<file path="src/rtl/testdrive_apb_master_arbiter.sv">
// Round-robin arbiter that shares one APB master port among C_REQ_COUNT hold-until-done requesters.
// Optional ACCESS timeout is enabled by defining TESTDRIVE_APB_ARBITER_TIMEOUT_EN.
module testdrive_apb_master_arbiter #(
  parameter int unsigned C_REQ_COUNT = 4,
  parameter int unsigned C_ADDR_BITS = 10,
  parameter int unsigned C_TIME_OUT  = 3000
) (
  input  logic                               CLK,
  input  logic                               RST,
  input  logic [C_REQ_COUNT-1:0]             REQ,
  input  logic [C_REQ_COUNT-1:0]             REQ_WRITE,
  input  logic [C_REQ_COUNT*C_ADDR_BITS-1:0] REQ_ADDR,
  input  logic [C_REQ_COUNT*32-1:0]          REQ_WDATA,
  input  logic [C_REQ_COUNT*4-1:0]           REQ_STRB,
  output logic [C_REQ_COUNT-1:0]             DONE,
  output logic [31:0]                        RSP_RDATA,
  output logic                               RSP_ERR,
  output logic                               BUSY,
  output logic                               TIMEOUT,
  output logic                               PSEL,
  output logic                               PENABLE,
  output logic                               PWRITE,
  output logic [C_ADDR_BITS-1:0]             PADDR,
  output logic [31:0]                        PWDATA,
  output logic [3:0]                         PSTRB,
  input  logic [31:0]                        PRDATA,
  input  logic                               PREADY,
  input  logic                               PSLVERR
);

  localparam int unsigned C_IDX_BITS = (C_REQ_COUNT > 1) ? $clog2(C_REQ_COUNT) : 1;

  if (C_REQ_COUNT < 2 || C_REQ_COUNT > 16 || C_TIME_OUT > 32'h7FFF_FFFF) begin : g_bad_param
    $error("testdrive_apb_master_arbiter: illegal parameter value");
  end

  typedef enum logic [1:0] {StIdle, StSetup, StAccess, StResp} state_e;

  state_e                   r_state, w_state_next;
  logic [C_IDX_BITS-1:0]    r_ptr, w_ptr_next;
  logic                     r_psel, w_psel_next;
  logic                     r_penable, w_penable_next;
  logic                     r_pwrite, w_pwrite_next;
  logic [C_ADDR_BITS-1:0]   r_paddr, w_paddr_next;
  logic [31:0]              r_pwdata, w_pwdata_next;
  logic [3:0]               r_pstrb, w_pstrb_next;
  logic [C_REQ_COUNT-1:0]   r_done, w_done_next;
  logic [31:0]              r_rdata, w_rdata_next;
  logic                     r_err, w_err_next;
  logic                     r_busy, w_busy_next;

  logic                     w_hit_hi, w_hit_lo, w_hit;
  logic [C_IDX_BITS-1:0]    w_idx_hi, w_idx_lo, w_grant;
  logic                     w_sel_write;
  logic [C_ADDR_BITS-1:0]   w_sel_addr;
  logic [31:0]              w_sel_wdata;
  logic [3:0]               w_sel_strb;
  logic [C_REQ_COUNT-1:0]   w_grant_onehot;

`ifdef TESTDRIVE_APB_ARBITER_TIMEOUT_EN
  localparam int unsigned C_CNT_BITS = (C_TIME_OUT > 0) ? $clog2(C_TIME_OUT + 1) : 1;
  logic [C_CNT_BITS-1:0]    r_cnt, w_cnt_next, w_cnt_inc;
  logic                     r_timeout, w_timeout_next;
`endif

  // Descending scan so the lowest index wins; indices above the pointer take precedence.
  always_comb begin
    w_hit_hi = 1'b0;
    w_hit_lo = 1'b0;
    w_idx_hi = '0;
    w_idx_lo = '0;
    for (int i = C_REQ_COUNT - 1; i >= 0; i--) begin
      if (REQ[i]) begin
        if (C_IDX_BITS'(i) > r_ptr) begin
          w_hit_hi = 1'b1;
          w_idx_hi = C_IDX_BITS'(i);
        end else begin
          w_hit_lo = 1'b1;
          w_idx_lo = C_IDX_BITS'(i);
        end
      end
    end
    w_hit   = w_hit_hi | w_hit_lo;
    w_grant = w_hit_hi ? w_idx_hi : w_idx_lo;
  end

  always_comb begin
    w_sel_write = 1'b0;
    w_sel_addr  = '0;
    w_sel_wdata = '0;
    w_sel_strb  = '0;
    for (int i = 0; i < C_REQ_COUNT; i++) begin
      if (C_IDX_BITS'(i) == w_grant) begin
        w_sel_write = REQ_WRITE[i];
        w_sel_addr  = REQ_ADDR[i*C_ADDR_BITS +: C_ADDR_BITS];
        w_sel_wdata = REQ_WDATA[i*32 +: 32];
        w_sel_strb  = REQ_STRB[i*4 +: 4];
      end
    end
  end

  assign w_grant_onehot = {{(C_REQ_COUNT-1){1'b0}}, 1'b1} << r_ptr;

  always_comb begin
    w_state_next   = r_state;
    w_ptr_next     = r_ptr;
    w_psel_next    = r_psel;
    w_penable_next = r_penable;
    w_pwrite_next  = r_pwrite;
    w_paddr_next   = r_paddr;
    w_pwdata_next  = r_pwdata;
    w_pstrb_next   = r_pstrb;
    w_done_next    = '0;
    w_rdata_next   = r_rdata;
    w_err_next     = r_err;
`ifdef TESTDRIVE_APB_ARBITER_TIMEOUT_EN
    w_cnt_inc      = r_cnt + 1'b1;
    w_cnt_next     = r_cnt;
    w_timeout_next = 1'b0;
`endif
    unique case (r_state)
      StIdle: begin
        if (w_hit) begin
          w_state_next   = StSetup;
          w_ptr_next     = w_grant;
          w_psel_next    = 1'b1;
          w_penable_next = 1'b0;
          w_pwrite_next  = w_sel_write;
          w_paddr_next   = w_sel_addr;
          w_pwdata_next  = w_sel_wdata;
          w_pstrb_next   = w_sel_write ? w_sel_strb : 4'h0;
        end
      end
      StSetup: begin
        w_state_next   = StAccess;
        w_penable_next = 1'b1;
`ifdef TESTDRIVE_APB_ARBITER_TIMEOUT_EN
        w_cnt_next     = '0;
`endif
      end
      StAccess: begin
        if (PREADY) begin
          w_state_next   = StResp;
          w_rdata_next   = r_pwrite ? 32'h0 : PRDATA;
          w_err_next     = PSLVERR;
          w_done_next    = w_grant_onehot;
          w_psel_next    = 1'b0;
          w_penable_next = 1'b0;
          w_pwrite_next  = 1'b0;
        end
`ifdef TESTDRIVE_APB_ARBITER_TIMEOUT_EN
        else if ((C_TIME_OUT > 0) && (w_cnt_inc == C_CNT_BITS'(C_TIME_OUT))) begin
          w_state_next   = StResp;
          w_rdata_next   = 32'h0;
          w_err_next     = 1'b1;
          w_done_next    = w_grant_onehot;
          w_timeout_next = 1'b1;
          w_psel_next    = 1'b0;
          w_penable_next = 1'b0;
          w_pwrite_next  = 1'b0;
        end else if (C_TIME_OUT > 0) begin
          w_cnt_next = w_cnt_inc;
        end
`endif
      end
      StResp: begin
        // No arbitration here: the served requester drops REQ on this edge.
        w_state_next = StIdle;
      end
      default: w_state_next = StIdle;
    endcase
    w_busy_next = (w_state_next != StIdle);
  end

  always_ff @(posedge CLK) begin
    if (RST) begin
      r_state   <= StIdle;
      r_ptr     <= C_IDX_BITS'(C_REQ_COUNT - 1);
      r_psel    <= 1'b0;
      r_penable <= 1'b0;
      r_pwrite  <= 1'b0;
      r_paddr   <= '0;
      r_pwdata  <= '0;
      r_pstrb   <= '0;
      r_done    <= '0;
      r_rdata   <= '0;
      r_err     <= 1'b0;
      r_busy    <= 1'b0;
`ifdef TESTDRIVE_APB_ARBITER_TIMEOUT_EN
      r_cnt     <= '0;
      r_timeout <= 1'b0;
`endif
    end else begin
      r_state   <= w_state_next;
      r_ptr     <= w_ptr_next;
      r_psel    <= w_psel_next;
      r_penable <= w_penable_next;
      r_pwrite  <= w_pwrite_next;
      r_paddr   <= w_paddr_next;
      r_pwdata  <= w_pwdata_next;
      r_pstrb   <= w_pstrb_next;
      r_done    <= w_done_next;
      r_rdata   <= w_rdata_next;
      r_err     <= w_err_next;
      r_busy    <= w_busy_next;
`ifdef TESTDRIVE_APB_ARBITER_TIMEOUT_EN
      r_cnt     <= w_cnt_next;
      r_timeout <= w_timeout_next;
`endif
    end
  end

  assign DONE      = r_done;
  assign RSP_RDATA = r_rdata;
  assign RSP_ERR   = r_err;
  assign BUSY      = r_busy;
  assign PSEL      = r_psel;
  assign PENABLE   = r_penable;
  assign PWRITE    = r_pwrite;
  assign PADDR     = r_paddr;
  assign PWDATA    = r_pwdata;
  assign PSTRB     = r_pstrb;
`ifdef TESTDRIVE_APB_ARBITER_TIMEOUT_EN
  assign TIMEOUT   = r_timeout;
`else
  assign TIMEOUT   = 1'b0;
`endif

endmodule

</file>
<file path="config.mk">
export PLATFORM = sky130hd
export DESIGN_NAME = testdrive_apb_master_arbiter
export DESIGN_NICKNAME = d
export VERILOG_FILES = /design/src/rtl/testdrive_apb_master_arbiter.sv
export SDC_FILE = /design/constraint.sdc
export NUM_CORES = 1
export LEC_CHECK = 0
export CORE_AREA = 2 2 122 124
export DETAILED_ROUTE_END_ITERATION = 10
export DIE_AREA = 0 0 124 126
export PLACE_DENSITY_LB_ADDON = 0.05
export REMOVE_ABC_BUFFERS = 1
export SLEW_MARGIN = 20
export SYNTH_ARGS = -nofsm -noshare
export SYNTH_HDL_FRONTEND = slang
export SYNTH_SLANG_ARGS = --single-unit
export TNS_END_PERCENT = 5
</file>
<file path="constraint.sdc">
create_clock -name CLK -period 2.01 [get_ports CLK]
set_clock_uncertainty 0.1 [all_clocks]
set_input_delay 0.3015 -clock CLK [delete_from_list [all_inputs] [get_ports CLK]]
set_output_delay 0.3015 -clock CLK [all_outputs]
set_load 0.05 [all_outputs]
</file>
# --- Word-level counts from Yosys, hierarchy flattened ---
# Cells that the tools add are included.
word_totals:
  output_inout_bits: 88
  reg_bits: 91
  wordCells: 99
  input_bits: 228
classes:
  n_lt_le_gt_ge: 4
  eq_ne: 8
  reduce_logical: 10
  bitwise: 3
  n_shift: 1
  n_mux: 61
ops:
  columns: ["operator", "n"]
  rows:
  - ["32-bit two-way mux", 5]
  - ["10-bit two-way mux", 4]
  - ["2-bit two-way mux", 19]
  - ["1-bit two-way mux", 24]
  - ["4-bit two-way mux", 5]
  - ["2-bit case mux with 4 select lines", 1]
  - ["3-bit AND reduction", 2]
  - ["2-bit equality test (first input constant)", 2]
  - ["2-bit equality test (second input constant)", 2]
  - ["1-bit by 2-bit greater-than comparator with 1-bit output (first input constant)", 2]
  - ["2-bit greater-than comparator (first input constant)", 2]
  - ["2-bit logical NOT", 2]
  - ["2-bit != test (second input constant)", 2]
  - ["1-bit case mux with 2 select lines", 2]
  - ["2-bit AND reduction", 2]
  - ["2-bit nonzero test", 2]
  - ["1-bit by 2-bit left shift with 4-bit output (first input constant)", 1]
  - ["1-bit case mux with 3 select lines", 1]
  - ["3-bit nonzero test", 1]
  - ["3-bit OR reduction", 1]
  - ["1-bit by 2-bit equality test with 1-bit output (first input constant)", 1]
  - ["2-bit by 1-bit equality test with 1-bit output (second input constant)", 1]
  - ["1-bit inverter", 2]
  - ["1-bit bitwise OR", 1]

# --- Logic depth before layout (Yosys ltp) ---
depth:
  depth_word: 17
  mapped_depth: 9
  mapped_depth_nobuf: 7

# --- Least setup slack after synthesis ---
# Ideal clock, no wire load.
synth_path:
  path_kind: "input to register"
  start: "input port REQ[1]"
  end: "register r_paddr[1], in the netlist PADDR[1]"
  required_ps: 1778
  cell_stages: 9
  arrival_ps: 1726
  setup_time_ps: 132
  slack_ps: 52
  path_buffers: 3
  path_cell_list: "buf_2 o211ai_2 o21ai_1 a311o_1 buf_6 buf_6 mux2_4 a21oi_1 nor3_1"
synth_via:
  elab_chain_len: 9
  word_cells_on_any_way: 23
  classes_between: "eq/ne (3); mux (17); bitwise (1); reduce/logical (2)"
synth_lines:
  columns: ["item", "line", "rtl"]
  rows:
  - ["from (decl)", "10", "input logic [C_REQ_COUNT-1:0] REQ,"]
  - ["2-bit two-way mux or 1-bit two-way mux (tied branches)", "73", "if (REQ[i]) begin"]
  - ["2-bit two-way mux or 1-bit two-way mux (tied branches)", "74", "if (C_IDX_BITS'(i) > r_ptr) begin"]
  - ["2-bit two-way mux or 1-bit two-way mux (tied branches)", "73", null]
  - ["2-bit two-way mux", "84", "w_grant = w_hit_hi ? w_idx_hi : w_idx_lo;"]
  - ["2-bit logical NOT", "93", "if (C_IDX_BITS'(i) == w_grant) begin"]
  - ["10-bit two-way mux (4 in series)", "93", null]
  - ["to (signal assigned)", "199", "r_paddr <= w_paddr_next;"]
  - ["to (decl)", "44", "logic [C_ADDR_BITS-1:0] r_paddr, w_paddr_next;"]
# Parallel ways exist; a longest one is shown, timed or not.
# A chain may end at the register's enable or synchronous reset.

# --- Final worst setup path ---
layout_path:
  start: "register r_ptr[1]"
  end: "register r_pwdata[28], in the netlist PWDATA[28]"
layout_via:
  elab_chain_len: 15
  word_cells_on_any_way: 47
  classes_between: "order compare (4); eq/ne (3); mux (37); bitwise (1); reduce/logical (2)"
layout_lines:
  columns: ["item", "line", "rtl"]
  rows:
  - ["from (decl)", "40", "logic [C_IDX_BITS-1:0] r_ptr, w_ptr_next;"]
  - ["from (signal assigned)", "178", "r_ptr <= C_IDX_BITS'(C_REQ_COUNT - 1);"]
  - ["from (signal assigned)", "195", "r_ptr <= w_ptr_next;"]
  - ["2-bit greater-than comparator", "74", null]
  - ["2-bit two-way mux or 1-bit two-way mux (tied branches)", "74", null]
  - ["2-bit two-way mux or 1-bit two-way mux (tied branches)", "73", null]
  - ["2-bit two-way mux or 1-bit two-way mux (tied branches)", "74", null]
  - ["2-bit two-way mux or 1-bit two-way mux (tied branches)", "73", null]
  - ["2-bit two-way mux or 1-bit two-way mux (tied branches)", "74", null]
  - ["2-bit two-way mux or 1-bit two-way mux (tied branches)", "73", null]
  - ["2-bit two-way mux or 1-bit two-way mux (tied branches)", "74", null]
  - ["2-bit two-way mux or 1-bit two-way mux (tied branches)", "73", null]
  - ["2-bit two-way mux", "84", null]
  - ["2-bit logical NOT", "93", null]
  - ["32-bit two-way mux (4 in series)", "93", null]
  - ["to (signal assigned)", "200", "r_pwdata <= w_pwdata_next;"]
  - ["to (decl)", "45", "logic [31:0] r_pwdata, w_pwdata_next;"]
# Parallel ways exist; a longest one is shown, timed or not.

==> run metrics <==
outcome finished, final reports clean; clk buf depth 2; gpl congestion 0.912; Worst Reg-to-Reg Cells 7; Critical Path Start r_ptr[1]; Die ar. roughly 16000 sq um; first-pass GRT wire length approximately 27000 um; non-filler cells, final around 990; synthesized area per cell roughly 9.6 sq um; Seq cells post-synth 91; PortBufs 314; vias in the first global route between 5000 and 6000; I/O pins ~320; GRT Util Overall about 22%; max capacitance violation total 0; CP max stage delay 0.39 ns; CP max stage cell dfxtp_4; CTS sink count 91; post-DP HPWL roughly 14000 um; starting density of the core between 30% and 40%; top post-synthesis cells by count dfxtp_1 (91), nor2_1 (54), a21oi_1 (53); critical-path cell list buf_4 -> o21a_1 -> o21a_1 -> buf_6 -> a221o_1 -> a21oi_2 -> nor3_1; nets 1035; die span in y ~130 um; initial antenna violation count 0; Post-synth top flop dfxtp_1; antenna viol nets, final 0; hold path start RST; ANT cells 0; Min Clock Period, post-route 1.98 ns; Slew @ Worst Pin 0.565 ns; HP Class input port to flip-flop; CTS tree yes; CP max FO 18; dominant cells by area after synthesis dfxtp_1 (39%), mux2_4 (13%), a221o_1 (8.8%); area grow syn2layout 83.3%; static leakage roughly 0.0035 uW; H-tree Lvls 3; area leader, netlist dfxtp_1; Setup crit end kind flip-flop; Pre-antenna DRT Iters 5; Cell Area, Placed roughly 8200 sq um; DRC 0; Power Density between 1500 and 2000 nW/um^2; Slew Limit Fails 0; # Post-CTS Setup Buffers 0; synthesized area between 4000 and 5000 sq um; count leader, synth dfxtp_1; Synth Instances around 490; total grt overflow 0; largest net degree at the start of global routing 39; CP Class flip-flop to flip-flop; core area 14300 sq um; WP data arrival ~2.1 ns; CTS root buffer clkbuf_16; Max Clk Rate ~500 MHz; cts-stage hold buffer count 0; Worst Path Required roughly 2.1 ns; Slew headroom 62.2%; Netlist cell types 45; Hold Path Stages 2; register area share after synthesis 39.1%; WHS 0.268 ns; Die W approximately 120 um; top cell type's share of synthesized area 39.1%; worst r2r src r_ptr[1]; Yosys warnings 0; CTS Buf Count 9; number of flops mapped to enable cells by yosys 0; Vias between 5000 and 6000; post-detailed-routing wire length between 15000 and 20000 um; Avg WL per Cell ~18 um; clock transition at the registers of the reported paths around 0.070 ns; endpoints failing setup 0; FFs w/ async S/R, synth 0%; Worst setup SP type flip-flop; clk_lat worst skew roughly 0.34 ns; Fin Setup TNS 0 ns; RSZ-0062 raised after global routing true; drt via density between 5 and 6; Iteration-0 DRC Markers 218; Final Hold Fails 0; final std cell area, no fill ~8500 sq um; Site Rows 44; Final Cycle Share 98.8%; placed cells between 900 and 1000; share of layout cells above drive strength 1 approximately 15%; Peak VDD IR approximately 660 uV; CP dominant cell by count o21a_1
-- registers in the layout, summed over array words and instances, names as in the netlist, 2 cells and up --
name,count
DONE,4
PADDR,10
PSTRB,4
PWDATA,32
RSP_RDATA,32
r_ptr,2
r_state,2
-- critical path: cells and delay by family, from the launching register on --
family                 cells  cell delay, ns
AOI/OAI and AO/OA          4            0.94
buffers and inverters      2            0.35
DFF                        1            0.39
and+or+nand+nor            1            0.06
-- report_power, final --
group / switching (uW) / internal, uW / leakage (uW)
Combinational: 4830 / 3650 / 0.00257
Clock: 724 / 967 / 0.000143
Sequential: 406 / 2470 / 0.000748
Total: 5960 / 7090 / 0.00346
-- logic make-up after synthesis --
family                   count (synthesis)  share of synthesized area [%]
buffers and inverters                   55                           6.13
adder cells (fa/ha/maj)                  5                           1.34
flip-flops                              91                           39.1
AO/OA/AOI/OAI                          154                           25.1
multiplexers                            48                           14.6
other                                    1                         0.0805
AND/OR/NAND/NOR                        132                           13.7
-- path summary, 6_finish.rpt --
check / endpoint / slack [ns]
max reg2reg: PWDATA[28] / 0.03
min: PSEL / 0.27
min reg2reg: RSP_RDATA[23] / 0.38
max: PWDATA[28] / 0.03
-- cell type report --
type	instances	area (sq um)
fillers	1293	5780
repair buffers	356	3580
multi-input cells	340	2590
flip-flops and latches	91	1830
well taps	184	230
clock buffers	10	229
clock inverters	6	65.1
inverters	4	15.0
-- repair_timing --
action / 4_1_cts / 5_1_grt
gates resized for setup: 7 / 8
pin swaps: 1 / 3
cloned: 1 / 0
endpoints found under the setup margin: 47 / 41
-- cell usage in the layout, fill, tap and decap left out, drive strengths merged, types with 2 or more instances in the layout --
cell type / n
clkbuf: 10
clkinv: 3
nand2: 12
dfxtp: 91
nand2b: 4
clkdlybuf4s50: 302
nor2b: 2
a21oi: 54
nand3b: 5
dlygate4sd2: 4
inv: 5
or2: 2
nor3: 44
o21ai: 8
mux2: 41
a211o: 4
a22o: 37
a221o: 41
nor4: 3
buf: 49
nor4b: 2
o21a: 3
mux2i: 7
ha: 5
nor2: 54
-- metrics by stage --
stage / power [uW] / setup slack (ns) / util [%]
final: 13100 / 0.0250 / 59.6
after global routing: 13800 / -0.0389 / 59.6
after global placement: 11200 / -0.503 / 57.1
after floorplan: 8190 / -1.57 / -
after detailed placement: 11300 / -0.565 / 57.1
after CTS: 13100 / -0.0162 / 59.4
-- metal layers --
layer / global-route usage (%) / routed length, um
met2: 42.5 / 9530
met3: 6.70 / 1630
met4: 7.73 / 373
met1: 22.9 / 6520
met5: 0 / 0
(Power assumes the default switching activity.)
